==> src/rtl/qec_match_pe_pkg.sv <==
// qec_match_pe_pkg
//   Shared widths, message/status encodings, field offsets and a message
//   packing helper for the distributed matching decoder processing element.
//   Message format : {type[1:0], row, col, cost}
//   Match format   : {status[1:0], partner_row, partner_col}
package qec_match_pe_pkg;

   localparam int CORDINATE_WIDTH   = 4;
   localparam int COST_WIDTH        = 4;
   localparam int MSG_WIDTH         = 2 + 2*CORDINATE_WIDTH + COST_WIDTH;
   localparam int MATCH_VALUE_WIDTH = 2 + 2*CORDINATE_WIDTH;

   localparam int MSG_COST_LSB = 0;
   localparam int MSG_COL_LSB  = COST_WIDTH;
   localparam int MSG_ROW_LSB  = COST_WIDTH + CORDINATE_WIDTH;
   localparam int MSG_TYPE_LSB = COST_WIDTH + 2*CORDINATE_WIDTH;

   localparam logic [1:0] MSG_NONE   = 2'd0;
   localparam logic [1:0] MSG_OFFER  = 2'd1;
   localparam logic [1:0] MSG_ACCEPT = 2'd2;
   localparam logic [1:0] MSG_RSVD   = 2'd3;

   localparam logic [1:0] ST_NONE     = 2'd0;
   localparam logic [1:0] ST_MATCHED  = 2'd1;
   localparam logic [1:0] ST_BOUNDARY = 2'd2;
   localparam logic [1:0] ST_PENDING  = 2'd3;

   localparam logic [1:0] PH_IDLE   = 2'd0;
   localparam logic [1:0] PH_OFFER  = 2'd1;
   localparam logic [1:0] PH_ACCEPT = 2'd2;

   // Direction indices chosen so that the opposite direction is 3 - d.
   localparam int DIR_N = 0;
   localparam int DIR_E = 1;
   localparam int DIR_W = 2;
   localparam int DIR_S = 3;

   function automatic logic [MSG_WIDTH-1:0] msg_pack(
      input logic [1:0]                 mtype,
      input logic [CORDINATE_WIDTH-1:0] row,
      input logic [CORDINATE_WIDTH-1:0] col,
      input logic [COST_WIDTH-1:0]      cost);
      return {mtype, row, col, cost};
   endfunction

endpackage

==> src/rtl/qec_pe_outqueue.sv <==
// qec_pe_outqueue
//   Two-entry valid/ready FIFO used for each outgoing direction.
//   push_valid_i/push_data_i/push_ready_o : write side (ready = space left)
//   pop_valid_o/pop_data_o/pop_ready_i    : read side, head held stable
module qec_pe_outqueue
   import qec_match_pe_pkg::*;
(
   input  logic                 clk,
   input  logic                 reset,
   input  logic                 push_valid_i,
   input  logic [MSG_WIDTH-1:0] push_data_i,
   output logic                 push_ready_o,
   output logic                 pop_valid_o,
   output logic [MSG_WIDTH-1:0] pop_data_o,
   input  logic                 pop_ready_i
);

   logic [MSG_WIDTH-1:0] mem_q [2];
   logic                 rd_ptr_q;
   logic                 wr_ptr_q;
   logic [1:0]           count_q;
   logic                 push_fire;
   logic                 pop_fire;

   assign push_ready_o = (count_q != 2'd2);
   assign pop_valid_o  = (count_q != 2'd0);
   assign pop_data_o   = mem_q[rd_ptr_q];
   assign push_fire    = push_valid_i && push_ready_o;
   assign pop_fire     = pop_valid_o && pop_ready_i;

   always_ff @(posedge clk) begin
      if (reset) begin
         rd_ptr_q <= 1'b0;
         wr_ptr_q <= 1'b0;
         count_q  <= 2'd0;
      end else begin
         if (push_fire) wr_ptr_q <= ~wr_ptr_q;
         if (pop_fire)  rd_ptr_q <= ~rd_ptr_q;
         count_q <= count_q + 2'(push_fire) - 2'(pop_fire);
      end
   end

   // Storage carries no reset; occupancy alone decides what is visible.
   always_ff @(posedge clk) begin
      if (push_fire) mem_q[wr_ptr_q] <= push_data_i;
   end

endmodule

==> src/rtl/qec_match_pe.sv <==
// qec_match_pe
//   One grid element of a distributed matching decoder. A pending defect
//   broadcasts OFFERs, keeps the cheapest incoming OFFER, and on stop_offer
//   either sends an ACCEPT toward it or falls back to the boundary. Any other
//   element relays messages straight through to the opposite side.
//   Ports: clk/reset, measurement load, start/stop round pulses,
//   match_value_out {status, partner_row, partner_col}, four valid/ready
//   mailbox inputs, four valid/ready outqueue outputs, static ROW_ID,
//   COL_ID and BOUNDARY_COST.
module qec_match_pe
   import qec_match_pe_pkg::*;
(
   input  logic                         clk,
   input  logic                         reset,
   input  logic                         measurement_value_in,
   input  logic                         measurement_valid_in,
   input  logic                         start_offer,
   input  logic                         stop_offer,
   output logic [MATCH_VALUE_WIDTH-1:0] match_value_out,
   input  logic [MSG_WIDTH-1:0]         mailbox_north_value_in,
   input  logic                         mailbox_north_valid_in,
   output logic                         mailbox_north_ready_out,
   input  logic [MSG_WIDTH-1:0]         mailbox_east_value_in,
   input  logic                         mailbox_east_valid_in,
   output logic                         mailbox_east_ready_out,
   input  logic [MSG_WIDTH-1:0]         mailbox_west_value_in,
   input  logic                         mailbox_west_valid_in,
   output logic                         mailbox_west_ready_out,
   input  logic [MSG_WIDTH-1:0]         mailbox_south_value_in,
   input  logic                         mailbox_south_valid_in,
   output logic                         mailbox_south_ready_out,
   output logic [MSG_WIDTH-1:0]         outqueue_north_value_out,
   output logic                         outqueue_north_valid_out,
   input  logic                         outqueue_north_ready_in,
   output logic [MSG_WIDTH-1:0]         outqueue_east_value_out,
   output logic                         outqueue_east_valid_out,
   input  logic                         outqueue_east_ready_in,
   output logic [MSG_WIDTH-1:0]         outqueue_west_value_out,
   output logic                         outqueue_west_valid_out,
   input  logic                         outqueue_west_ready_in,
   output logic [MSG_WIDTH-1:0]         outqueue_south_value_out,
   output logic                         outqueue_south_valid_out,
   input  logic                         outqueue_south_ready_in,
   input  logic [CORDINATE_WIDTH-1:0]   ROW_ID,
   input  logic [CORDINATE_WIDTH-1:0]   COL_ID,
   input  logic [COST_WIDTH-1:0]        BOUNDARY_COST
);

   localparam int KEY_W = COST_WIDTH + 2*CORDINATE_WIDTH;

   logic [MSG_WIDTH-1:0] mb_value [4];
   logic [3:0]           mb_valid, mb_ready, mb_fire;
   logic [MSG_WIDTH-1:0] oq_value [4];
   logic [3:0]           oq_valid, oq_ready;
   logic [3:0]           fifo_space;
   logic [3:0]           push_vld;
   logic [MSG_WIDTH-1:0] push_msg [4];
   logic [3:0]           local_vld;
   logic [MSG_WIDTH-1:0] local_msg [4];

   logic                       defect_q, defect_d;
   logic [1:0]                 status_q, status_d;
   logic [1:0]                 phase_q, phase_d;
   logic [2*CORDINATE_WIDTH-1:0] partner_q, partner_d;
   logic [KEY_W-1:0]           best_key_q, best_key_d;
   logic [1:0]                 best_dir_q, best_dir_d;

   logic                 active, decide, take_accept, accept_hit, cand_vld;
   logic [KEY_W-1:0]     cand_key;
   logic [1:0]           cand_dir;
   logic [COST_WIDTH-1:0] best_cost;

   assign mb_value = '{mailbox_north_value_in, mailbox_east_value_in,
                       mailbox_west_value_in, mailbox_south_value_in};
   assign mb_valid = {mailbox_south_valid_in, mailbox_west_valid_in,
                      mailbox_east_valid_in, mailbox_north_valid_in};
   assign oq_ready = {outqueue_south_ready_in, outqueue_west_ready_in,
                      outqueue_east_ready_in, outqueue_north_ready_in};
   assign {mailbox_south_ready_out, mailbox_west_ready_out,
           mailbox_east_ready_out, mailbox_north_ready_out} = mb_ready;
   assign {outqueue_south_valid_out, outqueue_west_valid_out,
           outqueue_east_valid_out, outqueue_north_valid_out} = oq_valid;
   assign outqueue_north_value_out = oq_value[DIR_N];
   assign outqueue_east_value_out  = oq_value[DIR_E];
   assign outqueue_west_value_out  = oq_value[DIR_W];
   assign outqueue_south_value_out = oq_value[DIR_S];

   assign match_value_out = {status_q, partner_q};
   assign active          = defect_q && (status_q == ST_PENDING);
   assign best_cost       = best_key_q[KEY_W-1 -: COST_WIDTH];
   assign decide          = !measurement_valid_in && stop_offer &&
                            (phase_q == PH_OFFER) && active;
   assign take_accept     = decide && (best_cost < BOUNDARY_COST);

   // Relayed OFFERs pay one more hop (saturating); everything else passes unchanged.
   function automatic logic [MSG_WIDTH-1:0] relay_bump(input logic [MSG_WIDTH-1:0] m);
      logic [MSG_WIDTH-1:0] r;
      r = m;
      if (m[MSG_TYPE_LSB +: 2] == MSG_OFFER && m[MSG_COST_LSB +: COST_WIDTH] != '1)
         r[MSG_COST_LSB +: COST_WIDTH] = m[MSG_COST_LSB +: COST_WIDTH] + 1'b1;
      return r;
   endfunction

   // Locally generated messages: ACCEPT toward the best offer, or the OFFER broadcast.
   always_comb begin
      local_vld = '0;
      for (int d = 0; d < 4; d++) local_msg[d] = '0;
      if (!reset) begin
         if (take_accept) begin
            local_vld[best_dir_q] = 1'b1;
            local_msg[best_dir_q] = msg_pack(MSG_ACCEPT, ROW_ID, COL_ID, best_cost);
         end else if (!measurement_valid_in && start_offer && !stop_offer && active) begin
            for (int d = 0; d < 4; d++) begin
               local_vld[d] = 1'b1;
               local_msg[d] = msg_pack(MSG_OFFER, ROW_ID, COL_ID, COST_WIDTH'(1));
            end
         end
      end
   end

   // An active element absorbs everything; otherwise a mailbox is ready only
   // if the opposite queue has room and is not taken by a local message.
   always_comb begin
      for (int d = 0; d < 4; d++) begin
         mb_ready[d] = !reset && (active || (fifo_space[3-d] && !local_vld[3-d]));
         mb_fire[d]  = mb_valid[d] && mb_ready[d];
      end
      for (int t = 0; t < 4; t++) begin
         push_vld[t] = local_vld[t] || (!active && mb_fire[3-t]);
         push_msg[t] = local_vld[t] ? local_msg[t] : relay_bump(mb_value[3-t]);
      end
   end

   // Cheapest absorbed OFFER this cycle; key {cost,row,col} gives the tie order.
   always_comb begin
      cand_vld   = 1'b0;
      cand_key   = '1;
      cand_dir   = 2'd0;
      accept_hit = 1'b0;
      for (int d = 0; d < 4; d++) begin
         if (active && mb_fire[d]) begin
            if (mb_value[d][MSG_TYPE_LSB +: 2] == MSG_OFFER &&
                (!cand_vld || {mb_value[d][MSG_COST_LSB +: COST_WIDTH],
                               mb_value[d][MSG_COL_LSB +: 2*CORDINATE_WIDTH]} < cand_key)) begin
               cand_vld = 1'b1;
               cand_key = {mb_value[d][MSG_COST_LSB +: COST_WIDTH],
                           mb_value[d][MSG_COL_LSB +: 2*CORDINATE_WIDTH]};
               cand_dir = 2'(d);
            end
            if (mb_value[d][MSG_TYPE_LSB +: 2] == MSG_ACCEPT &&
                mb_value[d][MSG_COL_LSB +: 2*CORDINATE_WIDTH] ==
                best_key_q[2*CORDINATE_WIDTH-1:0])
               accept_hit = 1'b1;
         end
      end
   end

   always_comb begin
      defect_d   = defect_q;
      status_d   = status_q;
      phase_d    = phase_q;
      partner_d  = partner_q;
      best_key_d = best_key_q;
      best_dir_d = best_dir_q;
      if (measurement_valid_in) begin
         defect_d   = measurement_value_in;
         status_d   = measurement_value_in ? ST_PENDING : ST_NONE;
         phase_d    = PH_IDLE;
         partner_d  = '0;
         best_key_d = '1;
      end else if (stop_offer) begin
         if (take_accept) begin
            phase_d = PH_ACCEPT;
         end else if (decide) begin
            status_d  = ST_BOUNDARY;
            partner_d = {ROW_ID, COL_ID};
            phase_d   = PH_IDLE;
         end
      end else if (start_offer) begin
         phase_d    = PH_OFFER;
         best_key_d = '1;
      end else begin
         if (phase_q == PH_OFFER && cand_vld && cand_key < best_key_q) begin
            best_key_d = cand_key;
            best_dir_d = cand_dir;
         end
         if (phase_q == PH_ACCEPT && accept_hit) begin
            status_d  = ST_MATCHED;
            partner_d = best_key_q[2*CORDINATE_WIDTH-1:0];
            phase_d   = PH_IDLE;
         end
      end
   end

   always_ff @(posedge clk) begin
      if (reset) begin
         defect_q   <= 1'b0;
         status_q   <= ST_NONE;
         phase_q    <= PH_IDLE;
         partner_q  <= '0;
         best_key_q <= '1;
         best_dir_q <= 2'd0;
      end else begin
         defect_q   <= defect_d;
         status_q   <= status_d;
         phase_q    <= phase_d;
         partner_q  <= partner_d;
         best_key_q <= best_key_d;
         best_dir_q <= best_dir_d;
      end
   end

   for (genvar g = 0; g < 4; g++) begin : g_oq
      qec_pe_outqueue u_oq (
         .clk          (clk),
         .reset        (reset),
         .push_valid_i (push_vld[g]),
         .push_data_i  (push_msg[g]),
         .push_ready_o (fifo_space[g]),
         .pop_valid_o  (oq_valid[g]),
         .pop_data_o   (oq_value[g]),
         .pop_ready_i  (oq_ready[g])
      );
   end

endmodule

==> config.mk <==
export PLATFORM = sky130hd
export DESIGN_NAME = qec_match_pe
export DESIGN_NICKNAME = d
export VERILOG_FILES = /design/src/rtl/qec_match_pe_pkg.sv /design/src/rtl/qec_pe_outqueue.sv /design/src/rtl/qec_match_pe.sv
export SDC_FILE = /design/constraint.sdc
export NUM_CORES = 1
export LEC_CHECK = 0
export ABC_AREA = 1
export BUFFER_PORTS_ARGS = -buffer_cell sky130_fd_sc_hd__buf_2
export CAP_MARGIN = 30
export CORE_MARGIN = 4
export CORE_UTILIZATION = 30
export DETAILED_ROUTE_END_ITERATION = 6
export HOLD_SLACK_MARGIN = 0.05
export PLACE_DENSITY = 0.52
export SLEW_MARGIN = 10
export SYNTH_ARGS = -nofsm -noshare
export SYNTH_HDL_FRONTEND = slang
export SYNTH_HIERARCHICAL = 1
export SYNTH_SLANG_ARGS = --single-unit
==> constraint.sdc <==
create_clock -name clk -period 16.1 [get_ports clk]
set_clock_uncertainty 0.1 [all_clocks]
set_input_delay 3.22 -clock clk [delete_from_list [all_inputs] [get_ports clk]]
set_output_delay 3.22 -clock clk [all_outputs]
set_load 0.01 [all_outputs]
==> impl_metrics.yaml, run 1 <==
run_status:
  status: "complete, no violations"
cts:
  cts.reportedPaths.clkPinSlew_ns: 0.07
  post_cts.repair.setup_buffers: 0
  cts.sinks: 159
  numCtsBuffers: 17
  cts_tree: "done"
  h_tree_lvl_count: 4
  cts_resized: 0
  clock_latency_ns: 0.43
  cts_max_path_buffers: 2
  cts_root_buffer: "sky130_fd_sc_hd__clkbuf_16"
  cts_hold_buffers: 0
sta:
  post-route-period-util: 0.700
  hold_violations: 0
  grt_setup_unrepaired: "false"
  totalNegativeSetupSlack_ns: 0
  max-slew-margin-rel: 0.401
  tightestPinTransition_ns: 0.895
  fin_crit_ns: 11.27
  final-setup-viol-count: 0
  drv_slew: 0
  fmax_ghz: 0.0887
synthesis:
  synth-compound-area-share: 0.111
  ys_top_cells_by_area: "sky130_fd_sc_hd__edfxtp_1 (35%), sky130_fd_sc_hd__dfxtp_1 (9.9%), sky130_fd_sc_hd__nand2_1 (8.5%), sky130_fd_sc_hd__ha_1 (7.5%), sky130_fd_sc_hd__mux2_2 (6.6%)"
  postSynthCellCount: 1074
  yosys.area_share.simple: 0.201
  synth_top_family_by_area: "simple AND/OR/NAND/NOR gates"
  post_synth_mux_area_share: 0.0665
  netlist_area_um2: 9480
  yosys_warnings: 6
  ys_seq_area_frac: 0.454
  synth_enable_flop_cells: 112
  synth_seq_cells: 159
  synthXorXnorAreaFrac: 0.0194
  syn-mean-instance-area_um2: 8.83
  synth.net_count: 1213
  asyncSetResetFlopFracSynth: 0
  synth-adder-area-share: 0.0752
  synth-main-ff-cell: "sky130_fd_sc_hd__edfxtp_1"
  synth.lib_cells_used.distinct: 49
  synth.largest_area_cell: "sky130_fd_sc_hd__edfxtp_1"
  synth_top_area_frac: 0.355
pwr:
  total_leakage_power_nw: 5.02
  power_per_cell_area_nw_per_um2: 109
  irDropWorstVdd_mv: 0.0688
die:
  core_region_area_um2: 30900
  y_dimension_of_the_die_um: 186
  die_width_um: 186
  num_rows: 64
  floorplan.initialDensity: 0.307
  ioPinCount: 156
  dieArea_um2: 34500
grt:
  grt_pass1_vias: 7733
  total_grt_usage: 0.180
  globalRoute.totalOverflow: 0
  grt_first_pass_wirelength_um: 46000
  antenna_violations_before_repair: 2
  grt_max_degree: 23
placement:
  placement.cell_area_um2: 10600
  port_buffers: 155
  dpl.cell_count: 1604
  gp_congestion: 0.908
  detailedPlacementHpwl_um: 24300
worst_setup_path:
  worstPathRequired_ns: 16.38
  cp.arrival_ns: 11.55
  critical_path.slowest_cell: "sky130_fd_sc_hd__nor4_1"
  critPathKind: "input pin to flop"
  slowest_delay_ns: 0.71
  worstSetupStartpointType: "input pin"
  highest_net_fanout_along_the_worst_path: 22
  end_kind: "flop"
detailed_routing:
  route.vias.total: 8175
  drt_iter0_markers: 782
  drc_errors: 0
  routedWlPerCell_um: 19.3
  dr.pass1.iters: 5
  drt-vias-per-instance: 4.99
  detail_route.wirelength_um: 31700
  antenna_left: 0
finish:
  num-fill-cells: 3217
  final_cell_area_um2: 11200
  flow.area_growth_from_synthesis_pct: 18.3
  layout.area.seq_um2: 4300
  post_route_cells_drive_above_1_share: 0.235
  multi_input_comb_area_um2: 4490
  post-route-util: 0.363
  final_nets: 1366
  instances_no_fill: 1638
hold_path:
  min-delay-path-class: "flop to flop"
job:
  max_cap_violations: 0
==> critical path, delay by kind of cell <==
| family | cells | cell delay (ns) |
|---|---|---|
| fa+ha+maj | 4 | 1.25 |
| compound gates | 12 | 2.25 |
| buf+inv | 6 | 1.15 |
| simple gates | 23 | 3.65 |
==> kinds of logic (layout without fill, tap and decap cells) <==
| group | count (synthesis) | count (layout) |
|---|---|---|
| compound gates | 189 | 189 |
| xor+xnor | 21 | 21 |
| fa+ha+maj | 57 | 57 |
| buf+inv | 167 | 333 |
| flops | 159 | 159 |
| mux | 56 | 56 |
| other cells | 0 | 2 |
| simple gates | 425 | 425 |
==> state kept, by name, indices dropped and copies added, names as in the netlist, named ones only <==
signal              flops
g_oq.u_oq/wr_ptr_q      4
partner_q               8
phase_q                 2
g_oq.u_oq/rd_ptr_q      4
status_q                2
g_oq.u_oq/count_q       8
best_dir_q              2
g_oq.u_oq/mem_q       112
defect_q                1
best_key_q             12
==> placed cells by master, fill, tap and decap left out, types with 4 or more instances in the layout <==
cell / n
sky130_fd_sc_hd__a21oi_1: 45
sky130_fd_sc_hd__a221oi_1: 4
sky130_fd_sc_hd__a31oi_1: 4
sky130_fd_sc_hd__buf_2: 155
sky130_fd_sc_hd__buf_4: 8
sky130_fd_sc_hd__clkbuf_16: 18
sky130_fd_sc_hd__clkinv_1: 4
sky130_fd_sc_hd__dfxtp_1: 47
sky130_fd_sc_hd__edfxtp_1: 112
sky130_fd_sc_hd__ha_1: 57
sky130_fd_sc_hd__inv_1: 128
sky130_fd_sc_hd__inv_2: 6
sky130_fd_sc_hd__inv_6: 5
sky130_fd_sc_hd__mux2_2: 56
sky130_fd_sc_hd__nand2_1: 216
sky130_fd_sc_hd__nand2_2: 9
sky130_fd_sc_hd__nand2_4: 6
sky130_fd_sc_hd__nand3_1: 60
sky130_fd_sc_hd__nand3_2: 5
sky130_fd_sc_hd__nand4_1: 12
sky130_fd_sc_hd__nor2_1: 86
sky130_fd_sc_hd__nor3_1: 7
sky130_fd_sc_hd__nor4_1: 4
sky130_fd_sc_hd__o211ai_1: 4
sky130_fd_sc_hd__o21ai_0: 97
sky130_fd_sc_hd__o22ai_1: 17
sky130_fd_sc_hd__or2_2: 7
sky130_fd_sc_hd__xnor2_1: 6
sky130_fd_sc_hd__xor2_1: 15
==> report_power, final <==
group          total [mW]  internal [mW]  leakage, nW  switching (mW)
Clock               0.407          0.226        0.287           0.181
Sequential          0.522          0.489         1.41          0.0335
Combinational       0.292          0.123         3.33           0.169
==> stage by stage <==
stage	setup WS, ns	hold slack, ns	power (mW)
6_report	4.83	0.369	1.22
5_1_grt	3.99	0.386	1.29
4_1_cts	4.94	0.363	1.23
3_5_place_dp	4.54	0.354	0.827
3_3_place_gp	4.71	0.363	0.824
2_1_floorplan	6.18	0.338	0.712
==> metal layers <==
| metal | global-route usage | vias to the layer above | share of wire |
|---|---|---|---|
| met3 | 0.0406 | 50 | 0.061 |
| met4 | 0.0644 | 0 | 0.028 |
| met1 | 0.240 | 3891 | 0.45 |
| met5 | 0 | - | 0 |
| met2 | 0.287 | 247 | 0.47 |
| li1 | - | 3987 | - |
==> final timing paths <==
path / slack, ns / endpoint / cells after the start / startpoint
worst max-delay path: 4.83 / best_key_q[11]$_SDFFE_PP1P_ / 45 / reset
worst min-delay path: 0.37 / defect_q$_SDFFE_PP0P_ / 2 / defect_q$_SDFFE_PP0P_
worst max register to register: 7.45 / best_key_q[11]$_SDFFE_PP1P_ / 44 / status_q[1]$_SDFFE_PP0P_
worst min register to register: 0.37 / defect_q$_SDFFE_PP0P_ / 2 / defect_q$_SDFFE_PP0P_
==> cell usage after synthesis, types with 3 or more instances <==
cell / number
sky130_fd_sc_hd__or2_1: 3
sky130_fd_sc_hd__buf_6: 7
sky130_fd_sc_hd__nand2_4: 6
sky130_fd_sc_hd__a21oi_1: 45
sky130_fd_sc_hd__a31oi_1: 4
sky130_fd_sc_hd__dfxtp_1: 47
sky130_fd_sc_hd__clkinv_1: 4
sky130_fd_sc_hd__nand2_2: 9
sky130_fd_sc_hd__nor3_1: 7
sky130_fd_sc_hd__nand3_2: 5
sky130_fd_sc_hd__nand4_1: 12
sky130_fd_sc_hd__xnor2_1: 6
sky130_fd_sc_hd__mux2_2: 56
sky130_fd_sc_hd__a2111oi_0: 3
sky130_fd_sc_hd__inv_2: 6
sky130_fd_sc_hd__nor2_1: 86
sky130_fd_sc_hd__inv_1: 128
sky130_fd_sc_hd__o211ai_1: 4
sky130_fd_sc_hd__ha_1: 57
sky130_fd_sc_hd__nand2_1: 216
sky130_fd_sc_hd__o2111ai_1: 3
sky130_fd_sc_hd__or2_2: 7
sky130_fd_sc_hd__edfxtp_1: 112
sky130_fd_sc_hd__xor2_1: 15
sky130_fd_sc_hd__buf_2: 3
sky130_fd_sc_hd__clkbuf_1: 17
sky130_fd_sc_hd__nor4_1: 4
sky130_fd_sc_hd__a221oi_1: 4
sky130_fd_sc_hd__o22ai_1: 17
sky130_fd_sc_hd__nand3_1: 60
sky130_fd_sc_hd__o21ai_0: 97
==> final cells by class <==
class,instances,share of cell area
Antenna cell,2,0.000446
Clock buffer,19,0.0405
Clock inverter,13,0.0108
Inverter,138,0.0462
Multi-Input combinational cell,748,0.400
Sequential cell,159,0.384
Tap cell,396,0.0442
Timing Repair Buffer,163,0.0745
Power figures use the tool's default switching activity.
==> run 2, diff against run 1 <==
Settings changed: PLACE_DENSITY 0.52 to 0.54.
Clock period 16.1 ns to 10.1 ns, I/O delays scaled along.
==> run 2 against run 1 <==
Effect of this change:
- die area stayed put
- non-clock buffer count rose by 1
- final cell count about the same
- sequential power increased by 60%
- largest power group unchanged
==> impl_metrics.yaml, run 2 (same netlist as run 1, synthesis figures left out) <==
cts:
  cts_hold_buffers: 0
  cts_max_path_buffers: 2
  cts_tree: "done"
  h_tree_lvl_count: 4
  clock_latency_ns: 0.43
  post_cts.repair.setup_buffers: 0
  cts.reportedPaths.clkPinSlew_ns: 0.07
  cts_root_buffer: "sky130_fd_sc_hd__clkbuf_16"
  numCtsBuffers: 17
  cts.sinks: 159
worst_setup_path:
  worst_r2r_endpoint: "best_key_q[0]$_SDFFE_PP1P_"
  setup.worst_path.start: "reset"
  highest_net_fanout_along_the_worst_path: 22
  slowest_delay_ns: 0.36
  end_kind: "flop"
  r2r-start: "status_q[1]$_SDFFE_PP0P_"
  worstPathRequired_ns: 10.37
  worstSetupEndpoint: "best_key_q[0]$_SDFFE_PP1P_"
  critical_path.slowest_cell: "sky130_fd_sc_hd__a2111oi_0"
  reg2regPathDepth: 49
  cp.arrival_ns: 9.53
  critPathKind: "input pin to flop"
  critical-path-top-cell-by-count: "sky130_fd_sc_hd__nand2_1"
  worstSetupStartpointType: "input pin"
  rrSetupSlack_ns: 1.95
placement:
  port_buffers: 155
  pre_cts_slack_ns: 0.259
  detailedPlacementHpwl_um: 24300
  gp_congestion: 0.930
detailed_routing:
  routedWlPerCell_um: 19.3
  drt_iter0_markers: 582
  drc_errors: 0
  antenna_left: 0
  dr.pass1.iters: 5
  drt-vias-per-instance: 4.93
  detail_route.wirelength_um: 31600
  route.vias.total: 8076
pwr:
  total_leakage_power_nw: 5.03
  total_power_mw: 1.94
  power_per_cell_area_nw_per_um2: 172
  irDropWorstVdd_mv: 0.113
sta:
  grt_setup_unrepaired: "false"
  fin_crit_ns: 9.26
  drv_slew: 0
  final-setup-viol-count: 0
  finalWorstSetupSlack_ns: 0.841
  fmax_ghz: 0.108
  post-route-period-util: 0.917
  totalNegativeSetupSlack_ns: 0
  max-slew-margin-rel: 0.335
  hold_violations: 0
  tightestPinTransition_ns: 0.994
finish:
  post-route-util: 0.364
  num-fill-cells: 3185
  multi_input_comb_area_um2: 4490
  final_nets: 1367
  largest_reg_flops: 112
  registers.top_by_ff_count: "g_oq.u_oq/mem_q"
  flow.area_growth_from_synthesis_pct: 18.6
  mostFrequentLayoutCell: "sky130_fd_sc_hd__nand2_1"
  reg.largest.list: "g_oq.u_oq/mem_q (112), best_key_q (12)"
  layout.area.seq_um2: 4300
  post_route_cells_drive_above_1_share: 0.238
  most_frequent_cells_in_the_layout: "sky130_fd_sc_hd__nand2_1 (215), sky130_fd_sc_hd__buf_2 (155), sky130_fd_sc_hd__inv_1 (128)"
grt:
  globalRoute.totalOverflow: 0
  total_grt_usage: 0.180
  grt_first_pass_wirelength_um: 46000
  grt_max_degree: 23
  antenna_violations_before_repair: 4
  grt_pass1_vias: 7765
die:
  ioPinCount: 156
  num_rows: 64
  y_dimension_of_the_die_um: 186
  dieArea_um2: 34500
  die_width_um: 186
  core_region_area_um2: 30900
  floorplan.initialDensity: 0.307
job:
  max_cap_violations: 0
run_status:
  status: "complete, no violations"
hold_path:
  min-delay-path-class: "flop to flop"
## run 2: changes by cell type in the layout (fill, tap and decap cells not counted)
cell / previous run / this run
sky130_fd_sc_hd__nand2_1: 216 / 215
sky130_fd_sc_hd__buf_4: 8 / 9
sky130_fd_sc_hd__bufinv_16: 1 / 0
sky130_fd_sc_hd__a21oi_1: 45 / 44
sky130_fd_sc_hd__clkinv_4: 0 / 1
sky130_fd_sc_hd__nand2_2: 9 / 10
sky130_fd_sc_hd__clkbuf_8: 0 / 1
sky130_fd_sc_hd__inv_4: 3 / 2
sky130_fd_sc_hd__clkinv_2: 2 / 1
sky130_fd_sc_hd__clkbuf_16: 18 / 19
sky130_fd_sc_hd__a21oi_2: 1 / 2
## run 2: worst min-delay path by stage
stage / slack [ns] / to / from / cells past startpoint
6_report: 0.37 / defect_q$_SDFFE_PP0P_ / defect_q$_SDFFE_PP0P_ / 2
5_1_grt: 0.41 / defect_q$_SDFFE_PP0P_ / defect_q$_SDFFE_PP0P_ / 2
4_1_cts: 0.37 / defect_q$_SDFFE_PP0P_ / defect_q$_SDFFE_PP0P_ / 2
3_5_place_dp: 0.36 / defect_q$_SDFFE_PP0P_ / defect_q$_SDFFE_PP0P_ / 2
3_3_place_gp: 0.36 / defect_q$_SDFFE_PP0P_ / defect_q$_SDFFE_PP0P_ / 2
2_1_floorplan: 0.34 / defect_q$_SDFFE_PP0P_ / defect_q$_SDFFE_PP0P_ / 2
## run 2: metal layers
layer / track usage / vias to the layer above / wire (um)
met5: 0 / - / 34
met1: 0.229 / 3794 / 13600
met4: 0.0542 / 4 / 769
li1: - / 3999 / -
met3: 0.0414 / 47 / 1920
met2: 0.304 / 232 / 15200
## run 2: power by group
part           total (mW)  switching [mW]  internal (mW)
sequential          0.833          0.0534          0.779
clock               0.637           0.280          0.357
combinational       0.467           0.271          0.196
total                1.94           0.604           1.33
## run 2: cell type report
type                    count  area share
clock inverters            11     0.00790
flip-flops and latches    159       0.383
diodes                      2    0.000445
clock buffers              21      0.0439
multi-input cells         748       0.400
repair buffers            164      0.0750
well taps                 396      0.0441
inverters                 138      0.0461
## run 2: what timing repair did
action                     4_1_cts  5_1_grt
gates resized for setup          0        2
setup endpoints to repair        0       14
hold endpoints to repair         0        0
## run 2: worst max-delay path, delay by kind of cell
family,cells,cell delay (ns)
AND/OR/NAND/NOR,25,2.99
AO/OA/AOI/OAI,12,2.06
buffers and inverters,7,1.28
adder cells (fa/ha/maj),4,1.15
## run 2: per-stage QoR
step / std cells / instance area, um2 / hold WS (ns)
global placement: 1605 / 10600 / 0.358
detailed placement: 1605 / 10600 / 0.363
floorplan: 1074 / 9480 / 0.338
finish: 1639 / 11200 / 0.372
CTS: 1637 / 11200 / 0.373
global route: 1639 / 11200 / 0.413
==> run 3, diff against run 2 <==
Settings changed: ABC_AREA 1 to unset, PLACE_DENSITY 0.54 to 0.53.
==> run 3 against run 2 <==
Effect of this change:
- critical path type unchanged
- sequential share of layout area fell by 4.8 points
- global-route usage down 0.26 points
- maximum frequency shrank 7.4%
- die area is 3.0% higher
- combinational power is 6.0% higher
==> impl_metrics.yaml, run 3 <==
cts:
  cts_root_buffer: "sky130_fd_sc_hd__clkbuf_16"
  cts_hold_buffers: 0
  h_tree_lvl_count: 4
  cts_max_path_buffers: 2
  cts_tree: "done"
  cts.sinks: 159
  clock_latency_ns: 0.45
  numCtsBuffers: 17
  cts.reportedPaths.clkPinSlew_ns: 0.07
job:
  max_cap_violations: 0
detailed_routing:
  drt-vias-per-instance: 5.00
  routedWlPerCell_um: 21.0
  drt_iter0_markers: 511
  antenna_left: 0
  route.vias.total: 7873
  detail_route.wirelength_um: 33100
  dr.pass1.iters: 5
  drc_errors: 0
die:
  floorplan.initialDensity: 0.307
  y_dimension_of_the_die_um: 189
  num_rows: 65
  core_region_area_um2: 31900
  die_width_um: 189
  dieArea_um2: 35600
  ioPinCount: 156
sta:
  hold_violations: 0
  fmax_ghz: 0.100
  totalNegativeSetupSlack_ns: 0
  drv_slew: 0
  fin_crit_ns: 10.0
  post-route-period-util: 0.990
  final-setup-viol-count: 0
  max-slew-margin-rel: 0.367
  grt_setup_unrepaired: "true"
  tightestPinTransition_ns: 0.944
run_status:
  status: "complete, no violations"
synthesis:
  synth_common_cells: "sky130_fd_sc_hd__edfxtp_1 (112), sky130_fd_sc_hd__inv_1 (73), sky130_fd_sc_hd__nor2_1 (70)"
  synth-main-ff-cell: "sky130_fd_sc_hd__edfxtp_1"
  ys_top_cells_by_area: "sky130_fd_sc_hd__edfxtp_1 (34%), sky130_fd_sc_hd__dfxtp_1 (9.6%), sky130_fd_sc_hd__ha_1 (7.3%), sky130_fd_sc_hd__mux2_4 (5.1%), sky130_fd_sc_hd__mux2_2 (3.9%)"
  asyncSetResetFlopFracSynth: 0
  yosys_warnings: 6
  synth_top_area_frac: 0.344
  synth_enable_flop_cells: 112
  syn-mean-instance-area_um2: 10.9
  ys_seq_area_frac: 0.440
  synth_seq_cells: 159
  synth.net_count: 1037
  synth.largest_area_cell: "sky130_fd_sc_hd__edfxtp_1"
  synth.most_common_cell: "sky130_fd_sc_hd__edfxtp_1"
  synth.lib_cells_used.distinct: 72
  postSynthCellCount: 898
  netlist_area_um2: 9780
worst_setup_path:
  slowest_delay_ns: 0.54
  critPathKind: "input pin to flop"
  crit_buf_inv: 13
  critical-path-top-cell-by-count: "sky130_fd_sc_hd__buf_6"
  worstPathRequired_ns: 10.33
  critical_path.slowest_cell: "sky130_fd_sc_hd__or4_4"
  critical-path-top-delay-family: "compound AO/OA/AOI/OAI gates"
  worstSetupStartpointType: "input pin"
  end_kind: "flop"
  highest_net_fanout_along_the_worst_path: 8
  cp.arrival_ns: 10.23
grt:
  grt_max_degree: 37
  grtUsageMet1: 0.240
  grt_pass1_vias: 7512
  grt_first_pass_wirelength_um: 46700
  gr-usage-met2: 0.284
  total_grt_usage: 0.177
  globalRouteMet3Util: 0.0367
  antenna_violations_before_repair: 1
  grt-busiest-layer: "met2"
  globalRoute.totalOverflow: 0
finish:
  most_frequent_cells_in_the_layout: "sky130_fd_sc_hd__buf_2 (154), sky130_fd_sc_hd__edfxtp_1 (112), sky130_fd_sc_hd__buf_4 (66)"
  registers.top_by_ff_count: "g_oq.u_oq/mem_q"
  mostFrequentLayoutCell: "sky130_fd_sc_hd__buf_2"
  largest_reg_flops: 112
  flow.area_growth_from_synthesis_pct: 31.6
  instances_no_fill: 1574
  post_route_cells_drive_above_1_share: 0.396
  reg.largest.list: "g_oq.u_oq/mem_q (112), best_key_q (12)"
  final_nets: 1263
pwr:
  power_per_cell_area_nw_per_um2: 153
  irDropWorstVdd_mv: 0.113
  total_leakage_power_nw: 5.43
  total_power_mw: 1.97
placement:
  dpl.cell_count: 1511
  gp_congestion: 0.953
  detailedPlacementHpwl_um: 24500
  port_buffers: 155
hold_path:
  min-delay-path-class: "flop to flop"
## run 3: repair_timing
action	4_1_cts	5_1_grt
buffers inserted	0	28
hold endpoints to repair	0	0
gates resized for setup	0	140
endpoints found under the setup margin	0	14
## run 3: logic make-up (layout without fill, tap and decap cells)
group           Yosys count  after routing  share of synthesized area
compound gates          154            154                      0.116
xor+xnor                 52             52                     0.0466
fa+ha+maj                57             57                     0.0729
buf+inv                 105            344                     0.0441
flops                   159            159                      0.440
mux                     123            123                      0.150
other cells               0              2                          0
simple gates            248            248                      0.130
## run 3: tightest hold or removal path: stages (launching register included)
cell                      delay (ns)
sky130_fd_sc_hd__dfxtp_1        0.33
sky130_fd_sc_hd__a21oi_1        0.06
sky130_fd_sc_hd__nor2_1         0.07
## run 3: final cells by class
class | instances | area [um2]
Antenna cell | 2 | 5.00
Clock buffer | 18 | 439
Clock inverter | 14 | 126
Fill cell | 3144 | 19000
Inverter | 73 | 277
Multi-Input combinational cell | 634 | 5660
Sequential cell | 159 | 4300
Tap cell | 435 | 544
Timing Repair Buffer | 239 | 1510
## run 3: metrics by stage
step | util | instance area [um2] | worst slack [ns] | hold WS (ns)
after floorplan | - | 9820 | 0.0302 | 0.358
after global placement | 0.357 | 11400 | -0.182 | 0.363
after detailed placement | 0.357 | 11400 | -0.385 | 0.373
after CTS | 0.375 | 12000 | 0.0638 | 0.390
after global routing | 0.403 | 12900 | -0.283 | 0.415
final | 0.404 | 12900 | 0.105 | 0.391
## run 3: report_power, final
group | internal [mW] | switching, mW | leakage (nW) | total [mW]
clock network | 0.330 | 0.297 | 0.278 | 0.627
logic | 0.250 | 0.245 | 3.74 | 0.495
registers | 0.780 | 0.0690 | 1.41 | 0.849
total | 1.36 | 0.611 | 5.43 | 1.97
## run 3: per-layer routing
| layer | wire [um] | vias up |
|---|---|---|
| met1 | 15000 | 3858 |
| met3 | 1930 | 45 |
| met5 | 13 | - |
| li1 | - | 3719 |
| met4 | 905 | 2 |
| met2 | 15200 | 249 |
## run 3: final timing paths
| check | startpoint | end | slack [ns] | depth (start not counted) |
|---|---|---|---|---|
| worst max-delay path | reset | best_key_q[5]$_SDFFE_PP1P_ | 0.10 | 50 |
| worst min-delay path | partner_q[0]$_SDFFE_PP0P_ | partner_q[0]$_SDFFE_PP0P_ | 0.39 | 2 |
| worst max register to register | status_q[1]$_SDFFE_PP0P_ | best_key_q[5]$_SDFFE_PP1P_ | 1.30 | 49 |
| worst min register to register | partner_q[0]$_SDFFE_PP0P_ | partner_q[0]$_SDFFE_PP0P_ | 0.39 | 2 |
